--- config.mk ---
export PLATFORM = sky130hd
export DESIGN_NAME = uart_apb_csr_bank
export DESIGN_NICKNAME = d
export VERILOG_FILES = /design/src/rtl/uart_apb_csr_bank.sv
export SDC_FILE = /design/constraint.sdc
export NUM_CORES = 1
export LEC_CHECK = 0
export BUFFER_PORTS_ARGS = -buffer_cell sky130_fd_sc_hd__buf_4
export CORE_MARGIN = 2
export CORE_UTILIZATION = 35
export DETAILED_ROUTE_END_ITERATION = 7
export HOLD_SLACK_MARGIN = 0.05
export PLACE_DENSITY = 0.5
export SLEW_MARGIN = 0
export SYNTH_ARGS = -nofsm -noshare
export SYNTH_HDL_FRONTEND = slang
export SYNTH_SLANG_ARGS = --single-unit
export TNS_END_PERCENT = 50
--- constraint.sdc ---
create_clock -name CLK -period 3.4 [get_ports CLK]
set_clock_uncertainty 0.05 [all_clocks]
set_input_delay 0.68 -clock CLK [delete_from_list [all_inputs] [get_ports CLK]]
set_output_delay 0.68 -clock CLK [all_outputs]
set_load 0.05 [all_outputs]
--- src/rtl/uart_apb_csr_bank.sv ---
`default_nettype none
// ============================================================================
// Module   : uart_apb_csr_bank
// Brief    : APB3 CSR bank for the UART-to-APB bridge: scratch RAM, CTRL,
//            STATUS mirror, W1C sticky interrupts, wait-state generator.
//            Define CSR_LOCK_EN to enable the write-once CTRL.LOCK bit.
// Revision : 1.0
// ============================================================================
module uart_apb_csr_bank #(
    parameter int DATA_W        = 32,
    parameter int ADDR_W        = 16,
    parameter int SCRATCH_DEPTH = 16,
    parameter int WAIT_STATES   = 0,
    parameter int LOC_W         = 4
) (
    input  logic                CLK,
    input  logic                RST,
    input  logic                PSEL,
    input  logic                PENABLE,
    input  logic                PWRITE,
    input  logic [ADDR_W-1:0]   PADDR,
    input  logic [DATA_W-1:0]   PWDATA,
    input  logic [DATA_W/8-1:0] PSTRB,
    output logic [DATA_W-1:0]   PRDATA,
    output logic                PREADY,
    output logic                PSLVERR,
    input  logic                ParErrPulse,
    input  logic [15:0]         ParErrCount,
    input  logic                ErrInjDone,
    input  logic [LOC_W-1:0]    tx_FifoEmptyLoc,
    input  logic [LOC_W-1:0]    rx_FifoEmptyLoc,
    output logic [1:0]          TxClk,
    output logic                ParEn,
    output logic                LoopBack,
    output logic                ParErrEn,
    output logic                ParErrclr,
    output logic                ErrInjEn,
    output logic                par_type,
    output logic [1:0]          ErrInjType,
    output logic                Irq
);

    localparam int                c_SIDX_W       = (SCRATCH_DEPTH > 1) ? $clog2(SCRATCH_DEPTH) : 1;
    localparam logic [ADDR_W-1:0] c_SCRATCH_END  = ADDR_W'(4 * SCRATCH_DEPTH);
    localparam logic [ADDR_W-1:0] c_ADDR_CTRL    = ADDR_W'(32'hFFE0);
    localparam logic [ADDR_W-1:0] c_ADDR_STATUS  = ADDR_W'(32'hFFE4);
    localparam logic [ADDR_W-1:0] c_ADDR_INTSTAT = ADDR_W'(32'hFFE8);
    localparam logic [ADDR_W-1:0] c_ADDR_INTEN   = ADDR_W'(32'hFFEC);
    localparam logic [3:0]        c_WAIT_LOAD    = 4'((WAIT_STATES > 0) ? WAIT_STATES - 1 : 0);
    localparam logic [9:0]        c_CTRL_RST     = 10'h0B0;
    localparam logic [LOC_W-1:0]  c_TX_FULL      = {LOC_W{1'b1}};

    typedef enum logic [1:0] {
        IDLE   = 2'd0,
        ACCESS = 2'd1,
        WAIT   = 2'd2
    } state_t;

    state_t              r_state;
    state_t              w_state_nxt;
    logic [ADDR_W-1:0]   r_addr;
    logic                r_write;
    logic [3:0]          r_cnt;
    logic [DATA_W-1:0]   r_scratch [SCRATCH_DEPTH];
    logic [9:0]          r_ctrl;
    logic                r_parerrclr;
    logic [2:0]          r_int_stat;
    logic [2:0]          r_int_en;
    logic                r_irq;
    logic                r_errinj_d;
    logic                r_tx_full_d;

    logic                w_sel_scratch;
    logic                w_sel_ctrl;
    logic                w_sel_status;
    logic                w_sel_intstat;
    logic                w_sel_inten;
    logic                w_mapped;
    logic                w_break;
    logic                w_locked;
    logic                w_err;
    logic                w_done;
    logic                w_commit;
    logic [c_SIDX_W-1:0] w_sidx;
    logic [31:0]         w_status;
    logic [31:0]         w_ctrl_rd;
    logic [DATA_W-1:0]   w_rdata;
    logic                w_tx_full;
    logic [2:0]          w_int_set;
    logic [2:0]          w_int_clr;

    // Decode uses the address captured in the setup phase.
    assign w_sel_scratch = (r_addr < c_SCRATCH_END);
    assign w_sel_ctrl    = (r_addr[ADDR_W-1:2] == c_ADDR_CTRL[ADDR_W-1:2]);
    assign w_sel_status  = (r_addr[ADDR_W-1:2] == c_ADDR_STATUS[ADDR_W-1:2]);
    assign w_sel_intstat = (r_addr[ADDR_W-1:2] == c_ADDR_INTSTAT[ADDR_W-1:2]);
    assign w_sel_inten   = (r_addr[ADDR_W-1:2] == c_ADDR_INTEN[ADDR_W-1:2]);
    assign w_mapped      = w_sel_scratch | w_sel_ctrl | w_sel_status | w_sel_intstat | w_sel_inten;
    assign w_sidx        = r_addr[c_SIDX_W+1:2];

    assign w_break = (r_state != IDLE) && (!PSEL || (PADDR != r_addr) || (PWRITE != r_write));

`ifdef CSR_LOCK_EN
    logic r_lock;
    assign w_locked  = r_lock;
    assign w_ctrl_rd = {21'd0, r_lock, r_ctrl};
`else
    assign w_locked  = 1'b0;
    assign w_ctrl_rd = {22'd0, r_ctrl};
`endif

    assign w_err = w_break || !w_mapped || (r_write && w_sel_status) ||
                   (w_locked && r_write && (w_sel_ctrl || w_sel_inten));

    assign w_done = ((r_state == ACCESS) && ((WAIT_STATES == 0) || w_break)) ||
                    ((r_state == WAIT) && ((r_cnt == 4'd0) || w_break));

    assign w_commit = w_done && r_write && !w_err;

    always_comb begin
        w_status                  = '0;
        w_status[15:0]            = ParErrCount;
        w_status[16 +: LOC_W]     = tx_FifoEmptyLoc;
        w_status[24 +: LOC_W]     = rx_FifoEmptyLoc;
        w_status[31]              = ErrInjDone;
    end

    always_comb begin
        w_rdata = '0;
        if (w_sel_scratch) begin
            w_rdata = r_scratch[w_sidx];
        end else if (w_sel_ctrl) begin
            w_rdata = DATA_W'(w_ctrl_rd);
        end else if (w_sel_status) begin
            w_rdata = DATA_W'(w_status);
        end else if (w_sel_intstat) begin
            w_rdata = DATA_W'(r_int_stat);
        end else if (w_sel_inten) begin
            w_rdata = DATA_W'(r_int_en);
        end
    end

    assign PREADY  = w_done;
    assign PSLVERR = w_done && w_err;
    assign PRDATA  = (w_done && !r_write && !w_err) ? w_rdata : '0;

    always_comb begin
        w_state_nxt = r_state;
        unique case (r_state)
            IDLE:    if (PSEL && !PENABLE) w_state_nxt = ACCESS;
            ACCESS:  w_state_nxt = (w_break || (WAIT_STATES == 0)) ? IDLE : WAIT;
            WAIT:    if (w_done) w_state_nxt = IDLE;
            default: w_state_nxt = IDLE;
        endcase
    end

    always_ff @(posedge CLK or negedge RST) begin
        if (!RST) begin
            r_state <= IDLE;
            r_addr  <= '0;
            r_write <= 1'b0;
            r_cnt   <= 4'd0;
        end else begin
            r_state <= w_state_nxt;
            if ((r_state == IDLE) && PSEL && !PENABLE) begin
                r_addr  <= PADDR;
                r_write <= PWRITE;
            end
            if (r_state == ACCESS) begin
                r_cnt <= c_WAIT_LOAD;
            end else if ((r_state == WAIT) && (r_cnt != 4'd0)) begin
                r_cnt <= r_cnt - 4'd1;
            end
        end
    end

    always_ff @(posedge CLK or negedge RST) begin
        if (!RST) begin
            for (int i = 0; i < SCRATCH_DEPTH; i++) begin
                r_scratch[i] <= '0;
            end
        end else if (w_commit && w_sel_scratch) begin
            for (int b = 0; b < DATA_W/8; b++) begin
                if (PSTRB[b]) r_scratch[w_sidx][8*b +: 8] <= PWDATA[8*b +: 8];
            end
        end
    end

    // CTRL bit 2 is never stored; it only launches the ParErrclr pulse.
    always_ff @(posedge CLK or negedge RST) begin
        if (!RST) begin
            r_ctrl      <= c_CTRL_RST;
            r_parerrclr <= 1'b0;
            r_int_en    <= 3'd0;
        end else begin
            r_parerrclr <= w_commit && w_sel_ctrl && PSTRB[0] && PWDATA[2];
            if (w_commit && w_sel_ctrl) begin
                if (PSTRB[0]) r_ctrl[7:0] <= {PWDATA[7:3], 1'b0, PWDATA[1:0]};
                if (PSTRB[1]) r_ctrl[9:8] <= PWDATA[9:8];
            end
            if (w_commit && w_sel_inten && PSTRB[0]) begin
                r_int_en <= PWDATA[2:0];
            end
        end
    end

`ifdef CSR_LOCK_EN
    always_ff @(posedge CLK or negedge RST) begin
        if (!RST) begin
            r_lock <= 1'b0;
        end else if (w_commit && w_sel_ctrl && PSTRB[1] && PWDATA[10]) begin
            r_lock <= 1'b1;
        end
    end
`endif

    assign w_tx_full = (tx_FifoEmptyLoc == c_TX_FULL);
    assign w_int_set = {w_tx_full && !r_tx_full_d, ErrInjDone && !r_errinj_d, ParErrPulse};
    assign w_int_clr = (w_commit && w_sel_intstat && PSTRB[0]) ? PWDATA[2:0] : 3'd0;

    // Set is OR-ed in after the clear so a coincident event wins.
    always_ff @(posedge CLK or negedge RST) begin
        if (!RST) begin
            r_int_stat  <= 3'd0;
            r_irq       <= 1'b0;
            r_errinj_d  <= 1'b0;
            r_tx_full_d <= 1'b0;
        end else begin
            r_int_stat  <= (r_int_stat & ~w_int_clr) | w_int_set;
            r_irq       <= |(r_int_stat & r_int_en);
            r_errinj_d  <= ErrInjDone;
            r_tx_full_d <= w_tx_full;
        end
    end

    assign TxClk      = r_ctrl[7:6];
    assign ParEn      = r_ctrl[5];
    assign LoopBack   = r_ctrl[4];
    assign ParErrEn   = r_ctrl[3];
    assign ErrInjEn   = r_ctrl[1];
    assign par_type   = r_ctrl[0];
    assign ErrInjType = r_ctrl[9:8];
    assign ParErrclr  = r_parerrclr;
    assign Irq        = r_irq;

endmodule
`default_nettype wire

==> run_results.csv <==
group,metric,value,unit
power_and_ir_drop,p_sw_share,25.6,%
synthesis,yosys.area.top_type,"sky130_fd_sc_hd__dfrtp_1",
detailed_routing,vias_per_cell,5.49,
cts,cts.root.buffer_cell,"sky130_fd_sc_hd__clkbuf_16",
synthesis,synth.net_count,1755,
status,run_status,"finished with violations",
grt,global_route.overflow_total,0,
cts,htree_num_levels,2,
synthesis,synthCells,1672,
sta,timing.final.ws_setup,-0.375,ns
worst_hold_path,hold_class,"in -> reg",
grt,tot_gr_track_use,19.8,%
synthesis,post_synth_instance_area,25700,um^2
placement,place_worst_setup_slack,-0.100,ns
power_and_ir_drop,power_per_cell_area,471,nW/um^2
status,violations,"setup timing",
synthesis,synth.top_cells.by_area,"sky130_fd_sc_hd__dfrtp_1 (53%), sky130_fd_sc_hd__mux2_2 (15%), sky130_fd_sc_hd__mux4_2 (12%)",
die,io_pins,128,
synthesis,yosysWarningCount,0,
detailed_routing,detail_route.iter0.violations,999,
detailed_routing,drt-total-wl,74.9,mm
die,die-height,275,um
synthesis,seq_area_frac_synth,53.5,%
power_and_ir_drop,seq_power_share,44.3,%
detailed_routing,wl_per_cell,26.0,um
placement,globalplace.congestion,0.782,
detailed_routing,via_count,15800,
detailed_routing,drt_first_pass_iters,7,
cts,clk_transition_reported_paths,0.06,ns
grt,grt_max_degree,101,
die,die_w,275,um
cts,max_clock_buf_depth,3,
power_and_ir_drop,vdd_ir_drop_max,0.000484,V
cts,clock_sink_count,549,
synthesis,postSynthRegisterBits,549,
synthesis,syn_area_per_cell,15.4,um^2
power_and_ir_drop,power_frac_clock,43.5,%
power_and_ir_drop,combPwrFrac,12.2,%
cts,tritoncts.num_buffers,60,
sta,final_min_period_over_clock_period,111,%
setup_path,timing.setup.critical_path_class,"reg -> out",
sta,finalHoldViolCount,0,
finish,finalNetCount,1961,
cts,clkLatencyLatePin,0.62,ns
placement,dp.final_hpwl,48.4,mm
power_and_ir_drop,lkg_pwr,14.5,nW
flow_run,maxCapViolations,0,
power_and_ir_drop,internal_power,11.1,mW
die,floorplan.initialDensity,35.3,%
grt,vias_in_the_first_global_route,17100,
synthesis,netlist.area_leader.share,53.1,%
grt,global_route_wire_length_before_repair,112,mm
synthesis,ys_types,52,
die,core_area,72800,um^2
sta,relSlewSlack,40.8,%
sta,unrepaired_setup_endpoints_after_global_routing,"true",
finish,final_core_util,43.6,%
synthesis,synth-async-reset-ratio,100,%
sta,fmax,0.265,GHz
die,floorplan.rows,99,
cts,cts_tree,"done",
sta,finalSetupViolCount,32,
finish,num-fill-cells,6505,
finish,layout-drive-gt1-share,55.1,%
die,floorplan.die_area,75600,um^2
setup_path,crit_required,2.67,ns
synthesis,synthMostInstantiatedCell,"sky130_fd_sc_hd__dfrtp_1",
power_and_ir_drop,p_sw,3.83,mW
setup_path,arrival,3.04,ns
detailed_routing,remaining_drc_errors,0,
grt,antenna_found_initial,4,
finish,final-seq-area,13800,um^2
setup_path,timing.critical_path.to_type,"output pin",
sta,timing_worst_slew_pin_value,0.884,ns
placement,place.port_buffers,127,
synthesis,ys_top_cells_by_count,"sky130_fd_sc_hd__dfrtp_1 (546), sky130_fd_sc_hd__mux2_2 (334), sky130_fd_sc_hd__mux4_2 (135)",
synthesis,synth_edf_count,0,
sta,post-route-min-period,3.77,ns
power_and_ir_drop,total_power_draw,15.0,mW
setup_path,rrSetupSlack,0.41,ns
setup_path,setup.worst_path.start_class,"flip-flop",
sta,report.final.slew_viol_count,0,
synthesis,dominantRegCellSynth,"sky130_fd_sc_hd__dfrtp_1",
finish,areaGrowthSynthToFinish,23.6,%
finish,area_of_the_multi_input_gates,12000,um^2
detailed_routing,ant_nets,0,
setup_path,critical_path_peak_fanout,7,
==> power groups by stage <==
stage | combinational (mW) | sequential, mW | clock [mW]
floorplan | 0.837 | 6.72 | 0
global placement | 1.60 | 6.75 | 0
detailed placement | 1.61 | 6.75 | 0
CTS | 1.77 | 6.62 | 6.70
global route | 1.94 | 6.62 | 6.95
finish | 1.82 | 6.62 | 6.51
==> cell families (layout without fill, tap and decap cells) <==
logic type	count (synthesis)	count (layout)	share of synthesized area [%]
compound gates	231	231	6.99
other cells	0	1	0
mux	559	559	31.6
flops	549	549	53.5
simple gates	191	191	5.28
xor+xnor	17	17	0.579
buf+inv	125	377	2.15
==> cell usage in the layout (no fill, tap or decap), types with 4 or more instances in the layout <==
| cell type | n |
|---|---|
| sky130_fd_sc_hd__nor4_4 | 7 |
| sky130_fd_sc_hd__nand2_1 | 32 |
| sky130_fd_sc_hd__nand4_1 | 5 |
| sky130_fd_sc_hd__buf_16 | 8 |
| sky130_fd_sc_hd__a221oi_2 | 6 |
| sky130_fd_sc_hd__a22oi_1 | 29 |
| sky130_fd_sc_hd__a22oi_2 | 21 |
| sky130_fd_sc_hd__nand2b_1 | 5 |
| sky130_fd_sc_hd__buf_6 | 24 |
| sky130_fd_sc_hd__mux4_2 | 135 |
| sky130_fd_sc_hd__dfrtp_1 | 542 |
| sky130_fd_sc_hd__clkbuf_8 | 11 |
| sky130_fd_sc_hd__o2bb2ai_1 | 120 |
| sky130_fd_sc_hd__clkinv_2 | 8 |
| sky130_fd_sc_hd__a21oi_2 | 27 |
| sky130_fd_sc_hd__inv_1 | 4 |
| sky130_fd_sc_hd__a21oi_1 | 16 |
| sky130_fd_sc_hd__nor2_4 | 26 |
| sky130_fd_sc_hd__nand2_4 | 10 |
| sky130_fd_sc_hd__mux2_2 | 334 |
| sky130_fd_sc_hd__buf_12 | 35 |
| sky130_fd_sc_hd__clkbuf_16 | 64 |
| sky130_fd_sc_hd__and2_1 | 14 |
| sky130_fd_sc_hd__nor2_1 | 10 |
| sky130_fd_sc_hd__nor2b_4 | 9 |
| sky130_fd_sc_hd__mux2_1 | 8 |
| sky130_fd_sc_hd__nand3_1 | 18 |
| sky130_fd_sc_hd__nor2_2 | 5 |
| sky130_fd_sc_hd__xor2_1 | 15 |
| sky130_fd_sc_hd__clkbuf_1 | 19 |
| sky130_fd_sc_hd__nand2_8 | 10 |
| sky130_fd_sc_hd__nor3_2 | 4 |
| sky130_fd_sc_hd__nand2_2 | 10 |
| sky130_fd_sc_hd__and3_1 | 8 |
| sky130_fd_sc_hd__bufinv_16 | 4 |
| sky130_fd_sc_hd__mux2_4 | 80 |
| sky130_fd_sc_hd__buf_4 | 178 |
| sky130_fd_sc_hd__buf_8 | 15 |
==> final timing paths <==
path | startpoint | endpoint | depth (start not counted)
min | ErrInjDone | r_errinj_d | 1
max | r_addr[2] | PRDATA[21] | 8
min reg2reg | r_scratch[294] | r_scratch[294] | 1
max reg2reg | r_addr[2] | r_scratch[49] | 11
min in group asynchronous | RST | r_write | 2
max in group asynchronous | RST | r_scratch[105] | 3
==> layout make-up <==
type                    instances  area share, %
flip-flops and latches        549           43.3
multi-input cells             998           37.7
repair buffers                265           9.04
clock buffers                  91           5.51
well taps                     959           3.78
clock inverters                17          0.630
inverters                       4         0.0473
diodes                          1        0.00788
==> state kept, by name (all words and copies together) (netlist names) <==
name and count:
r_tx_full_d 1, r_int_en 3, r_state 1, r_int_stat 3, Irq 1, r_addr 16
r_errinj_d 1, r_scratch 512, r_write 1, ParErrclr 1, r_ctrl 9
==> through the flow <==
stage | std cells | hold WS [ns] | TNS, ns | area (um^2)
6_report | 2884 | 0.139 | -9.99 | 31800
5_1_grt | 2883 | 0.120 | -13.19 | 31800
3_3_place_gp | 2746 | 0.414 | -0.490 | 28800
2_1_floorplan | 1672 | 0.334 | -0.192 | 25900
4_1_cts | 2870 | 0.0946 | -10.79 | 31300
3_5_place_dp | 2746 | 0.419 | -0.649 | 28800
==> routing by layer <==
| layer | part of all wire, % | wire (um) | global-route usage (%) | vias up |
|---|---|---|---|---|
| li1 | - | - | - | 6799 |
| met3 | 5.0 | 3730 | 3.32 | 114 |
| met2 | 47 | 35000 | 31.5 | 401 |
| met1 | 46 | 34200 | 28.2 | 8523 |
| met5 | 0.040 | 30 | 0 | - |
| met4 | 2.7 | 1990 | 5.15 | 4 |
==> critical path, stage by stage, from the launching register on <==
cell	delay, ns
sky130_fd_sc_hd__dfrtp_4	0.47
sky130_fd_sc_hd__buf_6	0.13
sky130_fd_sc_hd__xor2_2	0.15
sky130_fd_sc_hd__nor4_4	0.26
sky130_fd_sc_hd__nand3_4	0.10
sky130_fd_sc_hd__or4b_4	0.60
sky130_fd_sc_hd__or2_4	0.37
sky130_fd_sc_hd__nor2b_4	0.17
sky130_fd_sc_hd__buf_8	0.15
==> timing repair <==
item | 4_1_cts | 5_1_grt
resized for setup | 72 | 64
buffers inserted | 11 | 9
gates cloned | 4 | 4
hold buffers | 1 | 0
endpoints found under the hold margin | 57 | 0
endpoints found under the setup margin | 33 | 33
pin swaps | 3 | 11
Note: power is estimated with default switching activity, not from simulation.
